### src/rtl/gray_mult_sched.sv
// gray_mult_sched: front-end sequencer for the RGB-to-grey fixed-constant
// multiplier. It normalises each 8-bit channel into a {1,8} fraction plus a
// pixel exponent and runs the multiplier once per pixel. The multiplier
// result is captured on the rising edge of its done level, the pixel
// exponent is folded into the result exponent, and one beat is presented
// downstream. A watchdog aborts a run whose done edge never arrives.
module gray_mult_sched #(
  parameter int PIXEL_WIDTH    = 8,
  parameter int TIMEOUT_CYCLES = 255,
  parameter int CNT_WIDTH      = 8
) (
  input  logic                   clk_i_fix_multi,
  input  logic                   rstn_i_fix_multi,
  input  logic                   pix_valid_i,
  output logic                   pix_ready_o,
  input  logic [PIXEL_WIDTH-1:0] pix_r_i,
  input  logic [PIXEL_WIDTH-1:0] pix_g_i,
  input  logic [PIXEL_WIDTH-1:0] pix_b_i,
  output logic                   mult_en_o,
  output logic [9:0]             mult_data_r_o,
  output logic [9:0]             mult_data_g_o,
  output logic [9:0]             mult_data_b_o,
  input  logic [9:0]             mult_res_r_i,
  input  logic [9:0]             mult_res_g_i,
  input  logic [9:0]             mult_res_b_i,
  input  logic signed [4:0]      mult_exp_r_i,
  input  logic signed [4:0]      mult_exp_g_i,
  input  logic signed [4:0]      mult_exp_b_i,
  input  logic                   mult_done_i,
  output logic                   out_valid_o,
  input  logic                   out_ready_i,
  output logic [9:0]             out_frac_r_o,
  output logic [9:0]             out_frac_g_o,
  output logic [9:0]             out_frac_b_o,
  output logic signed [5:0]      out_exp_r_o,
  output logic signed [5:0]      out_exp_g_o,
  output logic signed [5:0]      out_exp_b_o,
  output logic [2:0]             out_zero_o,
  output logic                   err_o
);

  localparam int PEXP_W = $clog2(PIXEL_WIDTH);
  localparam int FRAC_W = PIXEL_WIDTH + 2;

  typedef enum logic [1:0] {IDLE, RUN, OUT} state_t;

  typedef struct packed {
    logic              zero;
    logic [PEXP_W-1:0] pexp;
    logic [FRAC_W-1:0] frac;
  } norm_t;

  // Shift the leading one up to the fraction MSB; the shift count gives the
  // pixel exponent. A zero pixel has no leading one and is flagged instead.
  function automatic norm_t normalise(input logic [PIXEL_WIDTH-1:0] pix);
    norm_t                  n;
    logic [PEXP_W-1:0]      p;
    logic [PIXEL_WIDTH-1:0] sh;
    p = '0;
    for (int i = 0; i < PIXEL_WIDTH; i++) begin
      if (pix[i]) p = PEXP_W'(i);
    end
    sh = pix << (PEXP_W'(PIXEL_WIDTH - 1) - p);
    if (pix == '0) begin
      n.zero = 1'b1;
      n.pexp = '0;
      n.frac = '0;
    end else begin
      n.zero = 1'b0;
      n.pexp = p;
      n.frac = {sh, 2'b00};
    end
    return n;
  endfunction

  // Result exponent plus the non-negative pixel exponent; 6 signed bits
  // cover [-16,22] so no saturation is needed.
  function automatic logic signed [5:0] fold_exp(input logic signed [4:0] e,
                                                 input logic [PEXP_W-1:0] p);
    logic signed [5:0] es;
    logic signed [5:0] ps;
    es = 6'(e);
    ps = $signed({{(6-PEXP_W){1'b0}}, p});
    return es + ps;
  endfunction

  norm_t norm_r, norm_g, norm_b;

  assign norm_r = normalise(pix_r_i);
  assign norm_g = normalise(pix_g_i);
  assign norm_b = normalise(pix_b_i);

  state_t               state;
  logic                 done_q;
  logic                 done_pulse;
  logic [CNT_WIDTH-1:0] wd_cnt;
  logic [PEXP_W-1:0]    pexp_r_p0, pexp_g_p0, pexp_b_p0;
  logic [2:0]           zero_p0;

  assign done_pulse = mult_done_i & ~done_q;

  // Delay the done level by one cycle so only its rising edge is acted on.
  always_ff @(posedge clk_i_fix_multi or posedge rstn_i_fix_multi) begin
    if (rstn_i_fix_multi) done_q <= 1'b0;
    else                  done_q <= mult_done_i;
  end

  // Sequencer: accept a pixel, run the multiplier, present one result beat.
  always_ff @(posedge clk_i_fix_multi or posedge rstn_i_fix_multi) begin
    if (rstn_i_fix_multi) begin
      state         <= IDLE;
      pix_ready_o   <= 1'b0;
      mult_en_o     <= 1'b0;
      mult_data_r_o <= '0;
      mult_data_g_o <= '0;
      mult_data_b_o <= '0;
      pexp_r_p0     <= '0;
      pexp_g_p0     <= '0;
      pexp_b_p0     <= '0;
      zero_p0       <= '0;
      wd_cnt        <= '0;
      out_valid_o   <= 1'b0;
      out_frac_r_o  <= '0;
      out_frac_g_o  <= '0;
      out_frac_b_o  <= '0;
      out_exp_r_o   <= '0;
      out_exp_g_o   <= '0;
      out_exp_b_o   <= '0;
      out_zero_o    <= '0;
      err_o         <= 1'b0;
    end else begin
      case (state)
        IDLE: begin
          pix_ready_o <= 1'b1;
          if (pix_valid_i && pix_ready_o) begin
            // stage p0: normalised operands, held for the whole run
            mult_data_r_o <= norm_r.frac;
            mult_data_g_o <= norm_g.frac;
            mult_data_b_o <= norm_b.frac;
            pexp_r_p0     <= norm_r.pexp;
            pexp_g_p0     <= norm_g.pexp;
            pexp_b_p0     <= norm_b.pexp;
            zero_p0       <= {norm_r.zero, norm_g.zero, norm_b.zero};
            mult_en_o     <= 1'b1;
            wd_cnt        <= '0;
            pix_ready_o   <= 1'b0;
            state         <= RUN;
          end
        end
        RUN: begin
          if (done_pulse) begin
            // stage p1: captured results with the pixel exponent folded in
            mult_en_o    <= 1'b0;
            out_frac_r_o <= zero_p0[2] ? 10'd0 : mult_res_r_i;
            out_frac_g_o <= zero_p0[1] ? 10'd0 : mult_res_g_i;
            out_frac_b_o <= zero_p0[0] ? 10'd0 : mult_res_b_i;
            out_exp_r_o  <= zero_p0[2] ? 6'sd0 : fold_exp(mult_exp_r_i, pexp_r_p0);
            out_exp_g_o  <= zero_p0[1] ? 6'sd0 : fold_exp(mult_exp_g_i, pexp_g_p0);
            out_exp_b_o  <= zero_p0[0] ? 6'sd0 : fold_exp(mult_exp_b_i, pexp_b_p0);
            out_zero_o   <= zero_p0;
            out_valid_o  <= 1'b1;
            state        <= OUT;
          end else if (wd_cnt == CNT_WIDTH'(TIMEOUT_CYCLES - 1)) begin
            mult_en_o   <= 1'b0;
            err_o       <= 1'b1;
            wd_cnt      <= '0;
            pix_ready_o <= 1'b1;
            state       <= IDLE;
          end else begin
            wd_cnt <= wd_cnt + 1'b1;
          end
        end
        OUT: begin
          if (out_ready_i) begin
            out_valid_o <= 1'b0;
            pix_ready_o <= 1'b1;
            state       <= IDLE;
          end
        end
        default: begin
          state <= IDLE;
        end
      endcase
    end
  end

endmodule

### config.mk
export PLATFORM = sky130hd
export DESIGN_NAME = gray_mult_sched
export DESIGN_NICKNAME = d
export VERILOG_FILES = /design/src/rtl/gray_mult_sched.sv
export SDC_FILE = /design/constraint.sdc
export NUM_CORES = 1
export LEC_CHECK = 0
export ABC_CLOCK_PERIOD_IN_PS = 8500
export CORE_MARGIN = 2
export CORE_UTILIZATION = 52
export CTS_CLUSTER_SIZE = 25
export DETAILED_ROUTE_END_ITERATION = 8
export GPL_ROUTABILITY_DRIVEN = 0
export PLACE_DENSITY = 0.86
export SYNTH_ARGS = -nofsm -noshare
export SYNTH_HDL_FRONTEND = slang
export SYNTH_SLANG_ARGS = --single-unit
### constraint.sdc
create_clock -name clk_i_fix_multi -period 8.5 [get_ports clk_i_fix_multi]
set_input_delay 1.7 -clock clk_i_fix_multi [delete_from_list [all_inputs] [get_ports clk_i_fix_multi]]
set_output_delay 1.7 -clock clk_i_fix_multi [all_outputs]
set_load 0.01 [all_outputs]
==> results of run 1 <==
worst max-delay path, stage by stage:
cell	delay (ns)
clkdlybuf4s50_1	0.52
and3_1	0.51
o21ai_1	0.39
or2_1	0.39
o31ai_1	0.31
kinds of logic after synthesis:
logic type                 Yosys count  share of synthesized area (%)
and+or+nand+nor                    235                           21.7
AOI/OAI and AO/OA                  171                           21.0
DFF                                102                           45.6
buffers and inverters               61                           5.08
adders and majority gates           17                           4.20
muxes                               10                           1.88
xor gates and xnor gates             3                          0.470
other                                1                         0.0670
metal layers:
metal / track usage (%) / part of all wire, %
met1: 31.7 / 43
met5: 0 / 0
met2: 39.3 / 48
met4: 8.88 / 1.5
met3: 4.12 / 7.3
sequential cells by signal, indices dropped and copies added, names as in the netlist, 6 cells and up:
name	cells
mult_data_b_o	8
mult_data_g_o	8
mult_data_r_o	8
out_exp_b_o	6
out_exp_g_o	6
out_exp_r_o	6
out_frac_b_o	10
out_frac_g_o	10
out_frac_r_o	10
wd_cnt	8
placed cells by master, fill, tap and decap left out, types with 4 or more instances in the layout:
cell               n
a21oi_1           23
o21ai_0           60
conb_1             6
nor2b_1           17
nand3_1            9
o22ai_1            7
ha_1              14
a21o_1             9
dfrtp_1          102
o31ai_1           14
nand2_1           82
inv_1             22
o41ai_1            4
nor2_1            36
clkdlybuf4s50_1  152
a32o_1             8
nand3b_1           5
a22o_1            11
mux2i_1            6
nand4_1            4
nand2b_1          47
clkbuf_8           9
nor3_1             9
stage by stage:
stage / power (W) / setup slack, ns / utilization, %
floorplan: 0.00140 / 4.12 / -
global placement: 0.00190 / 4.74 / 68.8
detailed placement: 0.00195 / 4.54 / 68.8
CTS: 0.00224 / 4.94 / 70.6
global route: 0.00238 / 4.73 / 70.6
finish: 0.00222 / 4.93 / 70.6
final cells by class:
cell class                 instances  area [sq um]
multi-input combinational        442          2780
sequential                       102          2550
timing repair buffer             155          1540
inverter                          23          88.8
clock buffer                       9           124
fill                             787          3050
clock inverter                     7          57.6
tap                              136           170
path summary, 6_finish.rpt:
kind / from / end / slack, ns / cells after the start
setup / recovery: pix_valid_i / wd_cnt[4]$_DFFE_PP0P_ / 4.93 / 5
hold / removal: mult_data_g_o[2]$_DFFE_PP0P_ / mult_data_g_o[2]$_DFFE_PP0P_ / 0.48 / 2
setup reg to reg: state[1]$_DFFE_PP0P_ / wd_cnt[4]$_DFFE_PP0P_ / 5.92 / 6
hold reg to reg: mult_data_g_o[2]$_DFFE_PP0P_ / mult_data_g_o[2]$_DFFE_PP0P_ / 0.48 / 2
max in group asynchronous: rstn_i_fix_multi / out_exp_r_o[5]$_DFFE_PP0P_ / 5.62 / 3
min in group asynchronous: rstn_i_fix_multi / out_exp_g_o[4]$_DFFE_PP0P_ / 1.74 / 2
power by group through the flow:
stage | combinational, W | sequential [W] | clock (W)
3_5_place_dp | 0.00108 | 0.000870 | 0
4_1_cts | 0.00108 | 0.000862 | 0.000294
2_1_floorplan | 0.000494 | 0.000909 | 0
5_1_grt | 0.00118 | 0.000892 | 0.000314
6_report | 0.00107 | 0.000863 | 0.000287
3_3_place_gp | 0.00104 | 0.000860 | 0
==> run_summary.xml, run 1 <==
<?xml version="1.0" encoding="UTF-8"?>
<metrics>
  <group name="cts">
    <metric name="h-tree-depth" unit="">3</metric>
    <metric name="clkLatencyLatePin" unit="ns">0.37</metric>
    <metric name="cts_tree" unit="">yes</metric>
    <metric name="cts_inserted_buffers" unit="">9</metric>
    <metric name="hold_buf_count_cts" unit="">0</metric>
    <metric name="cts-root-buf" unit="">clkbuf_8</metric>
    <metric name="post-cts-setup-buffer-count" unit="">0</metric>
    <metric name="clock_sink_count" unit="">102</metric>
    <metric name="post_cts_resize_count" unit="">0</metric>
    <metric name="clk_pin_slew_worst_paths" unit="ns">0.10</metric>
    <metric name="cts_buffer_depth" unit="">2</metric>
  </group>
  <group name="cells_and_area">
    <metric name="n_antenna_cell" unit="">0</metric>
    <metric name="finalNetCount" unit="">824</metric>
    <metric name="areaGrowthSynthToFinish" unit="%">30.8</metric>
    <metric name="finish.instance_area" unit="sq um">7320</metric>
    <metric name="post_route_cells_drive_above_1_share" unit="%">5.69</metric>
    <metric name="layout.cells.non_filler" unit="">874</metric>
  </group>
  <group name="die">
    <metric name="fp.dieArea" unit="sq um">11600</metric>
    <metric name="start_util" unit="%">54.0</metric>
    <metric name="design.core.area" unit="sq um">10400</metric>
    <metric name="floorplan.rows" unit="">37</metric>
    <metric name="dieWidth" unit="microns">108</metric>
    <metric name="floorplan.die.height" unit="microns">108</metric>
    <metric name="boundaryPins" unit="">159</metric>
  </group>
  <group name="sta">
    <metric name="max-slew-margin-rel" unit="%">43.4</metric>
    <metric name="post-route-period-util" unit="%">42.0</metric>
    <metric name="worstMarginPinSlew" unit="ns">0.849</metric>
    <metric name="setup_viol_count_final" unit="">0</metric>
    <metric name="finalHoldViolCount" unit="">0</metric>
    <metric name="grt_setup_unrepaired" unit="">false</metric>
    <metric name="finalHoldWorstSlack" unit="ns">0.479</metric>
    <metric name="fin_setup_tns" unit="ns">0</metric>
    <metric name="layout_min_cycle_time" unit="ns">3.57</metric>
    <metric name="slew_violations" unit="">0</metric>
    <metric name="maxClockFrequency" unit="MHz">280</metric>
    <metric name="finalClockSkew" unit="ns">0.0188</metric>
  </group>
  <group name="global_routing">
    <metric name="wire_length_of_the_first_global_routing_pass" unit="mm">22.3</metric>
    <metric name="antenna_found_initial" unit="">0</metric>
    <metric name="grt-ovfl-total" unit="">0</metric>
    <metric name="groute.usage.overall" unit="%">23.9</metric>
    <metric name="number_of_global_route_vias_before_repair" unit="">4658</metric>
    <metric name="largest_net_degree_at_the_start_of_global_routing" unit="">99</metric>
  </group>
  <group name="detailed_routing">
    <metric name="average_detailed_routed_wire_length_per_instance" unit="microns">15.8</metric>
    <metric name="detailroute.via_count" unit="">4921</metric>
    <metric name="vias_per_cell" unit="">5.63</metric>
    <metric name="postRouteWirelength" unit="mm">13.8</metric>
    <metric name="drt_first_iter_violations" unit="">297</metric>
    <metric name="drc" unit="">0</metric>
    <metric name="antenna_violating_nets_left" unit="">0</metric>
    <metric name="drt_pass1_iterations" unit="">5</metric>
  </group>
  <group name="critical_path">
    <metric name="critical_path_arrival" unit="ns">3.82</metric>
    <metric name="cp.required" unit="ns">8.75</metric>
    <metric name="maximum_fanout_count_along_the_critical_path" unit="">14</metric>
    <metric name="setup.worst_path.class" unit="">primary input to flip-flop</metric>
    <metric name="timing.critical_path.from_type" unit="">primary input</metric>
    <metric name="endpoint_kind" unit="">flip-flop</metric>
  </group>
  <group name="power_and_ir_drop">
    <metric name="power_frac_seq" unit="%">38.8</metric>
    <metric name="cellInternalPower" unit="W">0.00139</metric>
    <metric name="ir_drop" unit="V">0.000191</metric>
    <metric name="pwr_density_cell" unit="nW/um^2">304</metric>
    <metric name="power.switching" unit="W">0.000834</metric>
    <metric name="switching_share" unit="%">37.5</metric>
    <metric name="power.leakage" unit="nW">3.13</metric>
    <metric name="p_comb_share" unit="%">48.3</metric>
    <metric name="clockPowerShare" unit="%">12.9</metric>
  </group>
  <group name="place">
    <metric name="placedInstanceArea" unit="sq um">7140</metric>
    <metric name="port_buffers" unit="">152</metric>
    <metric name="place_inst" unit="">858</metric>
    <metric name="detailed_place_hpwl" unit="mm">10.1</metric>
  </group>
  <group name="synthesis">
    <metric name="synth_cells" unit="">600</metric>
    <metric name="synth_edf_count" unit="">0</metric>
    <metric name="synth_area_leaders" unit="">dfrtp_1 (46%), nand2_1 (5.5%), o21ai_0 (5.4%)</metric>
    <metric name="synthDistinctLibCells" unit="">74</metric>
    <metric name="yosys_most_used_dff" unit="">dfrtp_1</metric>
    <metric name="synth_seq_cells" unit="">102</metric>
    <metric name="synthMostInstantiatedCell" unit="">dfrtp_1</metric>
    <metric name="synth.largest_area_cell" unit="">dfrtp_1</metric>
    <metric name="synth_top_cell_area_share" unit="%">45.6</metric>
    <metric name="ys_seq_area_share" unit="%">45.6</metric>
    <metric name="yosys_warnings" unit="">0</metric>
    <metric name="synth_top_cells_by_count" unit="">dfrtp_1 (102), nand2_1 (82), o21ai_0 (60)</metric>
    <metric name="synthesis.area" unit="sq um">5600</metric>
    <metric name="syn_area_per_cell" unit="sq um">9.33</metric>
    <metric name="ys_async_rst_share" unit="%">100</metric>
  </group>
  <group name="flow_run">
    <metric name="drv.max_cap_violation_count" unit="">0</metric>
  </group>
  <group name="outcome">
    <metric name="status" unit="">finished, final reports clean</metric>
  </group>
  <group name="hold_path">
    <metric name="timing.hold.worst.class" unit="">flip-flop to flip-flop</metric>
  </group>
</metrics>
(Power assumes the default switching activity.)
==> inputs of run 2 (changes only) <==
- ABC_CLOCK_PERIOD_IN_PS: 8500 -> 3400
- CORE_UTILIZATION: 52 -> 48
- PLACE_DENSITY: 0.86 -> 0.8
- clock period: 8.5 -> 3.4 ns (I/O delays scaled with it)
==> run 2 against run 1 <==
  * Combinational power rose to 2.5 times the previous value
  * Final area rose by 2.4%
  * Critical path type unchanged
  * Sequential share of layout area fell by 0.81 points
  * Flip-flop and latch count did not move
==> run_summary.xml, run 2 (synthesis results as in run 1) <==
<?xml version="1.0" encoding="UTF-8"?>
<metrics>
  <group name="outcome">
    <metric name="status" unit="">finished, final reports clean</metric>
  </group>
  <group name="cts">
    <metric name="post_cts_resize_count" unit="">0</metric>
    <metric name="cts_inserted_buffers" unit="">9</metric>
    <metric name="h-tree-depth" unit="">3</metric>
    <metric name="cts_buffer_depth" unit="">2</metric>
    <metric name="hold_buf_count_cts" unit="">0</metric>
    <metric name="clock_sink_count" unit="">102</metric>
    <metric name="cts-root-buf" unit="">clkbuf_16</metric>
    <metric name="clk_pin_slew_worst_paths" unit="ns">0.07</metric>
    <metric name="post-cts-setup-buffer-count" unit="">0</metric>
    <metric name="clkLatencyLatePin" unit="ns">0.34</metric>
    <metric name="cts_tree" unit="">yes</metric>
  </group>
  <group name="cells_and_area">
    <metric name="n_fill_cell" unit="">947</metric>
    <metric name="areaGrowthSynthToFinish" unit="%">33.9</metric>
    <metric name="area_used_by_multi_input_combinational_logic" unit="sq um">2780</metric>
    <metric name="finish.instance_area" unit="sq um">7490</metric>
    <metric name="sequential_cell_area" unit="sq um">2550</metric>
    <metric name="layout_common_cells" unit="">clkdlybuf4s50_1 (152), dfrtp_1 (102), nand2_1 (82)</metric>
    <metric name="post_route_cells_drive_above_1_share" unit="%">5.95</metric>
    <metric name="largestRegisters" unit="">out_frac_b_o (10), out_frac_g_o (10), out_frac_r_o (10)</metric>
    <metric name="layout.cells.non_filler" unit="">883</metric>
    <metric name="layout.cells.most_common" unit="">clkdlybuf4s50_1</metric>
    <metric name="n_antenna_cell" unit="">0</metric>
    <metric name="finalNetCount" unit="">826</metric>
  </group>
  <group name="die">
    <metric name="floorplan.die.height" unit="microns">112</metric>
    <metric name="design.core.area" unit="sq um">11400</metric>
    <metric name="boundaryPins" unit="">159</metric>
    <metric name="floorplan.rows" unit="">39</metric>
    <metric name="dieWidth" unit="microns">112</metric>
    <metric name="start_util" unit="%">49.0</metric>
    <metric name="fp.dieArea" unit="sq um">12500</metric>
  </group>
  <group name="critical_path">
    <metric name="maximum_fanout_count_along_the_critical_path" unit="">14</metric>
    <metric name="endpoint_kind" unit="">flip-flop</metric>
    <metric name="critical_path_arrival" unit="ns">2.59</metric>
    <metric name="setup.worst_path.class" unit="">primary input to flip-flop</metric>
    <metric name="timing.critical_path.from_type" unit="">primary input</metric>
    <metric name="cp.required" unit="ns">3.63</metric>
  </group>
  <group name="sta">
    <metric name="fin_setup_tns" unit="ns">0</metric>
    <metric name="worstMarginPinSlew" unit="ns">0.714</metric>
    <metric name="setup_viol_count_final" unit="">0</metric>
    <metric name="max-slew-margin-rel" unit="%">52.1</metric>
    <metric name="maxClockFrequency" unit="MHz">425</metric>
    <metric name="finalHoldViolCount" unit="">0</metric>
    <metric name="layout_min_cycle_time" unit="ns">2.35</metric>
    <metric name="finalClockSkew" unit="ns">0.00794</metric>
    <metric name="post-route-period-util" unit="%">69.2</metric>
    <metric name="finalHoldWorstSlack" unit="ns">0.475</metric>
    <metric name="slew_violations" unit="">0</metric>
    <metric name="grt_setup_unrepaired" unit="">false</metric>
  </group>
  <group name="global_routing">
    <metric name="groute.usage.overall" unit="%">22.1</metric>
    <metric name="wire_length_of_the_first_global_routing_pass" unit="mm">22.7</metric>
    <metric name="largest_net_degree_at_the_start_of_global_routing" unit="">99</metric>
    <metric name="antenna_found_initial" unit="">0</metric>
    <metric name="number_of_global_route_vias_before_repair" unit="">4617</metric>
    <metric name="grt-ovfl-total" unit="">0</metric>
  </group>
  <group name="place">
    <metric name="detailed_place_hpwl" unit="mm">9.90</metric>
    <metric name="placedInstanceArea" unit="sq um">7190</metric>
    <metric name="port_buffers" unit="">152</metric>
    <metric name="place_inst" unit="">867</metric>
  </group>
  <group name="detailed_routing">
    <metric name="antenna_violating_nets_left" unit="">0</metric>
    <metric name="drc" unit="">0</metric>
    <metric name="average_detailed_routed_wire_length_per_instance" unit="microns">15.5</metric>
    <metric name="drt_first_iter_violations" unit="">307</metric>
    <metric name="vias_per_cell" unit="">5.54</metric>
    <metric name="drt_pass1_iterations" unit="">5</metric>
    <metric name="detailroute.via_count" unit="">4895</metric>
    <metric name="postRouteWirelength" unit="mm">13.7</metric>
  </group>
  <group name="power_and_ir_drop">
    <metric name="power.leakage" unit="nW">3.21</metric>
    <metric name="p_comb_share" unit="%">45.7</metric>
    <metric name="switching_share" unit="%">35.5</metric>
    <metric name="ir_drop" unit="V">0.000418</metric>
    <metric name="cellInternalPower" unit="W">0.00381</metric>
    <metric name="clockPowerShare" unit="%">17.9</metric>
    <metric name="pwr_density_cell" unit="nW/um^2">789</metric>
    <metric name="power_frac_seq" unit="%">36.4</metric>
    <metric name="power.switching" unit="W">0.00210</metric>
    <metric name="p_total" unit="W">0.00591</metric>
  </group>
  <group name="flow_run">
    <metric name="drv.max_cap_violation_count" unit="">0</metric>
  </group>
  <group name="hold_path">
    <metric name="timing.hold.worst.class" unit="">flip-flop to flip-flop</metric>
  </group>
</metrics>
run 2: layout make-up:
| class | count | area share [%] |
|---|---|---|
| flip-flops and latches | 102 | 34.1 |
| inverters | 23 | 1.19 |
| repair buffers | 157 | 21.1 |
| clock buffers | 10 | 3.19 |
| multi-input cells | 442 | 37.1 |
| clock inverters | 6 | 0.902 |
| well taps | 143 | 2.39 |
run 2: routing by layer:
metal  vias up  global-route usage [%]  share of wire (%)
met5         -                       0                  0
met4         0                    8.21                1.9
met3        18                    4.35                6.8
met2       193                    35.2                 46
met1      2303                    30.1                 45
li1       2381                       -                  -
run 2: stage by stage:
step	worst slack, ns	util (%)
floorplan	0.0445	-
global placement	0.762	62.9
detailed placement	0.702	62.9
CTS	1.07	65.6
global route	0.890	65.6
finish	1.05	65.6
run 2: final timing paths:
path	startpoint	to	slack [ns]	depth (start not counted)
max	pix_g_i[7]	mult_data_g_o[6]$_DFFE_PP0P_	1.05	6
min reg2reg	out_exp_r_o[1]$_DFFE_PP0P_	out_exp_r_o[1]$_DFFE_PP0P_	0.47	2
min	out_exp_r_o[1]$_DFFE_PP0P_	out_exp_r_o[1]$_DFFE_PP0P_	0.47	2
max reg2reg	state[0]$_DFFE_PP0P_	wd_cnt[0]$_DFFE_PP0P_	1.34	6
max in group asynchronous	rstn_i_fix_multi	mult_data_r_o[2]$_DFFE_PP0P_	1.95	3
min in group asynchronous	rstn_i_fix_multi	out_frac_r_o[6]$_DFFE_PP0P_	0.73	2
run 2: critical path: stages:
cell             delay [ns]
clkdlybuf4s50_1        0.75
and2b_2                0.32
nor2_1                 0.12
o221ai_2               0.13
a221o_1                0.34
a32o_1                 0.26
run 2: power by group through the flow:
stage | sequential, W | clock, W | combinational (W)
6_report | 0.00215 | 0.00106 | 0.00270
5_1_grt | 0.00223 | 0.00113 | 0.00297
4_1_cts | 0.00216 | 0.00108 | 0.00273
3_5_place_dp | 0.00217 | 0 | 0.00271
3_3_place_gp | 0.00216 | 0 | 0.00264
2_1_floorplan | 0.00227 | 0 | 0.00123
==> inputs of run 3 (changes only) <==
- ABC_CLOCK_PERIOD_IN_PS: 3400 -> 2100
- CORE_UTILIZATION: 48 -> 44
- PLACE_DENSITY: 0.8 -> 0.78
- clock period: 3.4 -> 2.1 ns (I/O delays scaled with it)
==> run 3 against run 2 <==
  * Clock power increased by 75%
  * Sequential power increased by 63%
  * Register-to-register slack worse by 1.2 ns
  * Largest cell class unchanged
  * Wire length increased by 5.5%
  * Total power is 69% higher
  * Largest power group unchanged
  * Combinational power increased by 71%
  * Critical path depth stayed put
==> run_summary.xml, run 3 (synthesis results as in run 1) <==
<?xml version="1.0" encoding="UTF-8"?>
<metrics>
  <group name="flow_run">
    <metric name="drv.max_cap_violation_count" unit="">0</metric>
  </group>
  <group name="cts">
    <metric name="cts-root-buf" unit="">clkbuf_16</metric>
    <metric name="hold_buf_count_cts" unit="">0</metric>
    <metric name="h-tree-depth" unit="">3</metric>
    <metric name="post_cts_resize_count" unit="">0</metric>
    <metric name="cts_inserted_buffers" unit="">9</metric>
    <metric name="clkLatencyLatePin" unit="ns">0.34</metric>
    <metric name="clock_sink_count" unit="">102</metric>
    <metric name="clk_pin_slew_worst_paths" unit="ns">0.06</metric>
    <metric name="cts_tree" unit="">yes</metric>
    <metric name="post-cts-setup-buffer-count" unit="">0</metric>
    <metric name="cts_buffer_depth" unit="">2</metric>
  </group>
  <group name="outcome">
    <metric name="status" unit="">finished, final reports clean</metric>
  </group>
  <group name="global_routing">
    <metric name="antenna_found_initial" unit="">0</metric>
    <metric name="number_of_global_route_vias_before_repair" unit="">4921</metric>
    <metric name="groute.usage.overall" unit="%">21.4</metric>
    <metric name="grt.busiest_layer" unit="">met2</metric>
    <metric name="global_route_met3_utilization" unit="%">3.35</metric>
    <metric name="grt_use_met2" unit="%">34.2</metric>
    <metric name="wire_length_of_the_first_global_routing_pass" unit="mm">23.2</metric>
    <metric name="grt-ovfl-total" unit="">0</metric>
    <metric name="largest_net_degree_at_the_start_of_global_routing" unit="">103</metric>
    <metric name="gr-usage-met1" unit="%">29.4</metric>
  </group>
  <group name="cells_and_area">
    <metric name="areaGrowthSynthToFinish" unit="%">43.6</metric>
    <metric name="layout.cells.most_common" unit="">clkdlybuf4s50_1</metric>
    <metric name="n_antenna_cell" unit="">0</metric>
    <metric name="layout_common_cells" unit="">clkdlybuf4s50_1 (152), dfrtp_1 (102), nand2_1 (82)</metric>
    <metric name="finalNetCount" unit="">888</metric>
    <metric name="layout.cells.non_filler" unit="">974</metric>
    <metric name="largestRegisters" unit="">out_frac_b_o (10), out_frac_g_o (10), out_frac_r_o (10)</metric>
    <metric name="post_route_cells_drive_above_1_share" unit="%">13.2</metric>
  </group>
  <group name="sta">
    <metric name="fin_setup_tns" unit="ns">0</metric>
    <metric name="finalHoldViolCount" unit="">0</metric>
    <metric name="layout_min_cycle_time" unit="ns">1.94</metric>
    <metric name="setup_viol_count_final" unit="">0</metric>
    <metric name="grt_setup_unrepaired" unit="">false</metric>
    <metric name="maxClockFrequency" unit="MHz">516</metric>
    <metric name="worstMarginPinSlew" unit="ns">0.555</metric>
    <metric name="slew_violations" unit="">0</metric>
    <metric name="max-slew-margin-rel" unit="%">63.0</metric>
    <metric name="finalClockSkew" unit="ns">0.00542</metric>
    <metric name="final_critical_path_setup_slack" unit="ns">0.160</metric>
    <metric name="post-route-period-util" unit="%">92.4</metric>
  </group>
  <group name="detailed_routing">
    <metric name="detailroute.via_count" unit="">5113</metric>
    <metric name="drt_first_iter_violations" unit="">334</metric>
    <metric name="vias_per_cell" unit="">5.25</metric>
    <metric name="antenna_violating_nets_left" unit="">0</metric>
    <metric name="drc" unit="">0</metric>
    <metric name="drt_pass1_iterations" unit="">5</metric>
    <metric name="postRouteWirelength" unit="mm">14.4</metric>
    <metric name="average_detailed_routed_wire_length_per_instance" unit="microns">14.8</metric>
  </group>
  <group name="die">
    <metric name="floorplan.die.height" unit="microns">117</metric>
    <metric name="start_util" unit="%">44.7</metric>
    <metric name="fp.dieArea" unit="sq um">13600</metric>
    <metric name="floorplan.rows" unit="">41</metric>
    <metric name="boundaryPins" unit="">159</metric>
    <metric name="dieWidth" unit="microns">117</metric>
    <metric name="design.core.area" unit="sq um">12500</metric>
  </group>
  <group name="critical_path">
    <metric name="cp.required" unit="ns">2.34</metric>
    <metric name="endpoint_kind" unit="">flip-flop</metric>
    <metric name="cp_max_stage_delay" unit="ns">0.40</metric>
    <metric name="crit_path_top_delay_cell" unit="">a31oi_2</metric>
    <metric name="setup.worst_path.class" unit="">flip-flop to flip-flop</metric>
    <metric name="critical_path_arrival" unit="ns">2.18</metric>
    <metric name="timing.critical_path.from_type" unit="">flip-flop</metric>
    <metric name="maximum_fanout_count_along_the_critical_path" unit="">7</metric>
    <metric name="crit_chain" unit="">inv_1 -&gt; ha_1 -&gt; nand3_2 -&gt; a31oi_2 -&gt; o211ai_1 -&gt; o31ai_1</metric>
  </group>
  <group name="place">
    <metric name="port_buffers" unit="">152</metric>
    <metric name="place_ws" unit="ns">-0.153</metric>
    <metric name="place_inst" unit="">958</metric>
    <metric name="detailed_place_hpwl" unit="mm">11.0</metric>
  </group>
  <group name="power_and_ir_drop">
    <metric name="ir_drop" unit="V">0.000724</metric>
    <metric name="power.leakage" unit="nW">3.53</metric>
    <metric name="p_total" unit="W">0.00997</metric>
    <metric name="pwr_density_cell" unit="nW/um^2">1240</metric>
  </group>
  <group name="hold_path">
    <metric name="timing.hold.worst.class" unit="">flip-flop to flip-flop</metric>
  </group>
</metrics>
-- run 3: path summary, 6_finish.rpt --
kind                                             from                      endpoint  slack (ns)  cells after the start
min in group asynchronous            rstn_i_fix_multi     out_zero_o[1]$_DFFE_PP0P_        0.58                      3
max reg2reg                      state[1]$_DFFE_PP0P_  mult_data_r_o[8]$_DFFE_PP0P_        0.16                      6
max                              state[1]$_DFFE_PP0P_  mult_data_r_o[8]$_DFFE_PP0P_        0.16                      6
min                        out_exp_r_o[2]$_DFFE_PP0P_    out_exp_r_o[2]$_DFFE_PP0P_        0.48                      2
max in group asynchronous            rstn_i_fix_multi    out_exp_b_o[2]$_DFFE_PP0P_        1.11                      3
min reg2reg                out_exp_r_o[2]$_DFFE_PP0P_    out_exp_r_o[2]$_DFFE_PP0P_        0.48                      2
-- run 3: cell type report --
class,count,area [sq um]
sequential,102,2550
clock inverter,4,77.6
clock buffer,12,267
multi-input combinational,442,2780
inverter,23,90.1
fill,1058,4480
timing repair buffer,219,2050
tap,172,215
-- run 3: critical path: cells and delay by family (launching register included) --
family,cells,cell delay (ns)
DFF,1,0.38
adders and majority gates,1,0.29
and+or+nand+nor,1,0.24
buffers and inverters,1,0.10
AOI/OAI and AO/OA,3,0.83
-- run 3: power breakdown --
part	switching, W	total (W)	internal (W)
Clock	0.000711	0.00186	0.00115
Combinational	0.00207	0.00462	0.00255
Sequential	0.000652	0.00350	0.00284
Total	0.00343	0.00997	0.00654
-- run 3: through the flow --
stage                     util [%]  cell area [sq um]  hold slack [ns]
after detailed placement      61.4               7690            0.465
after global placement        61.4               7690            0.456
final                         64.2               8040            0.477
after global routing          64.2               8040            0.509
after CTS                     64.2               8030            0.480
after floorplan                  -               5620            0.448
-- run 3: routing by layer --
layer	wire, microns	part of all wire (%)
met5	0	0
met4	334	2.3
met1	6520	45
met3	952	6.6
met2	6610	46
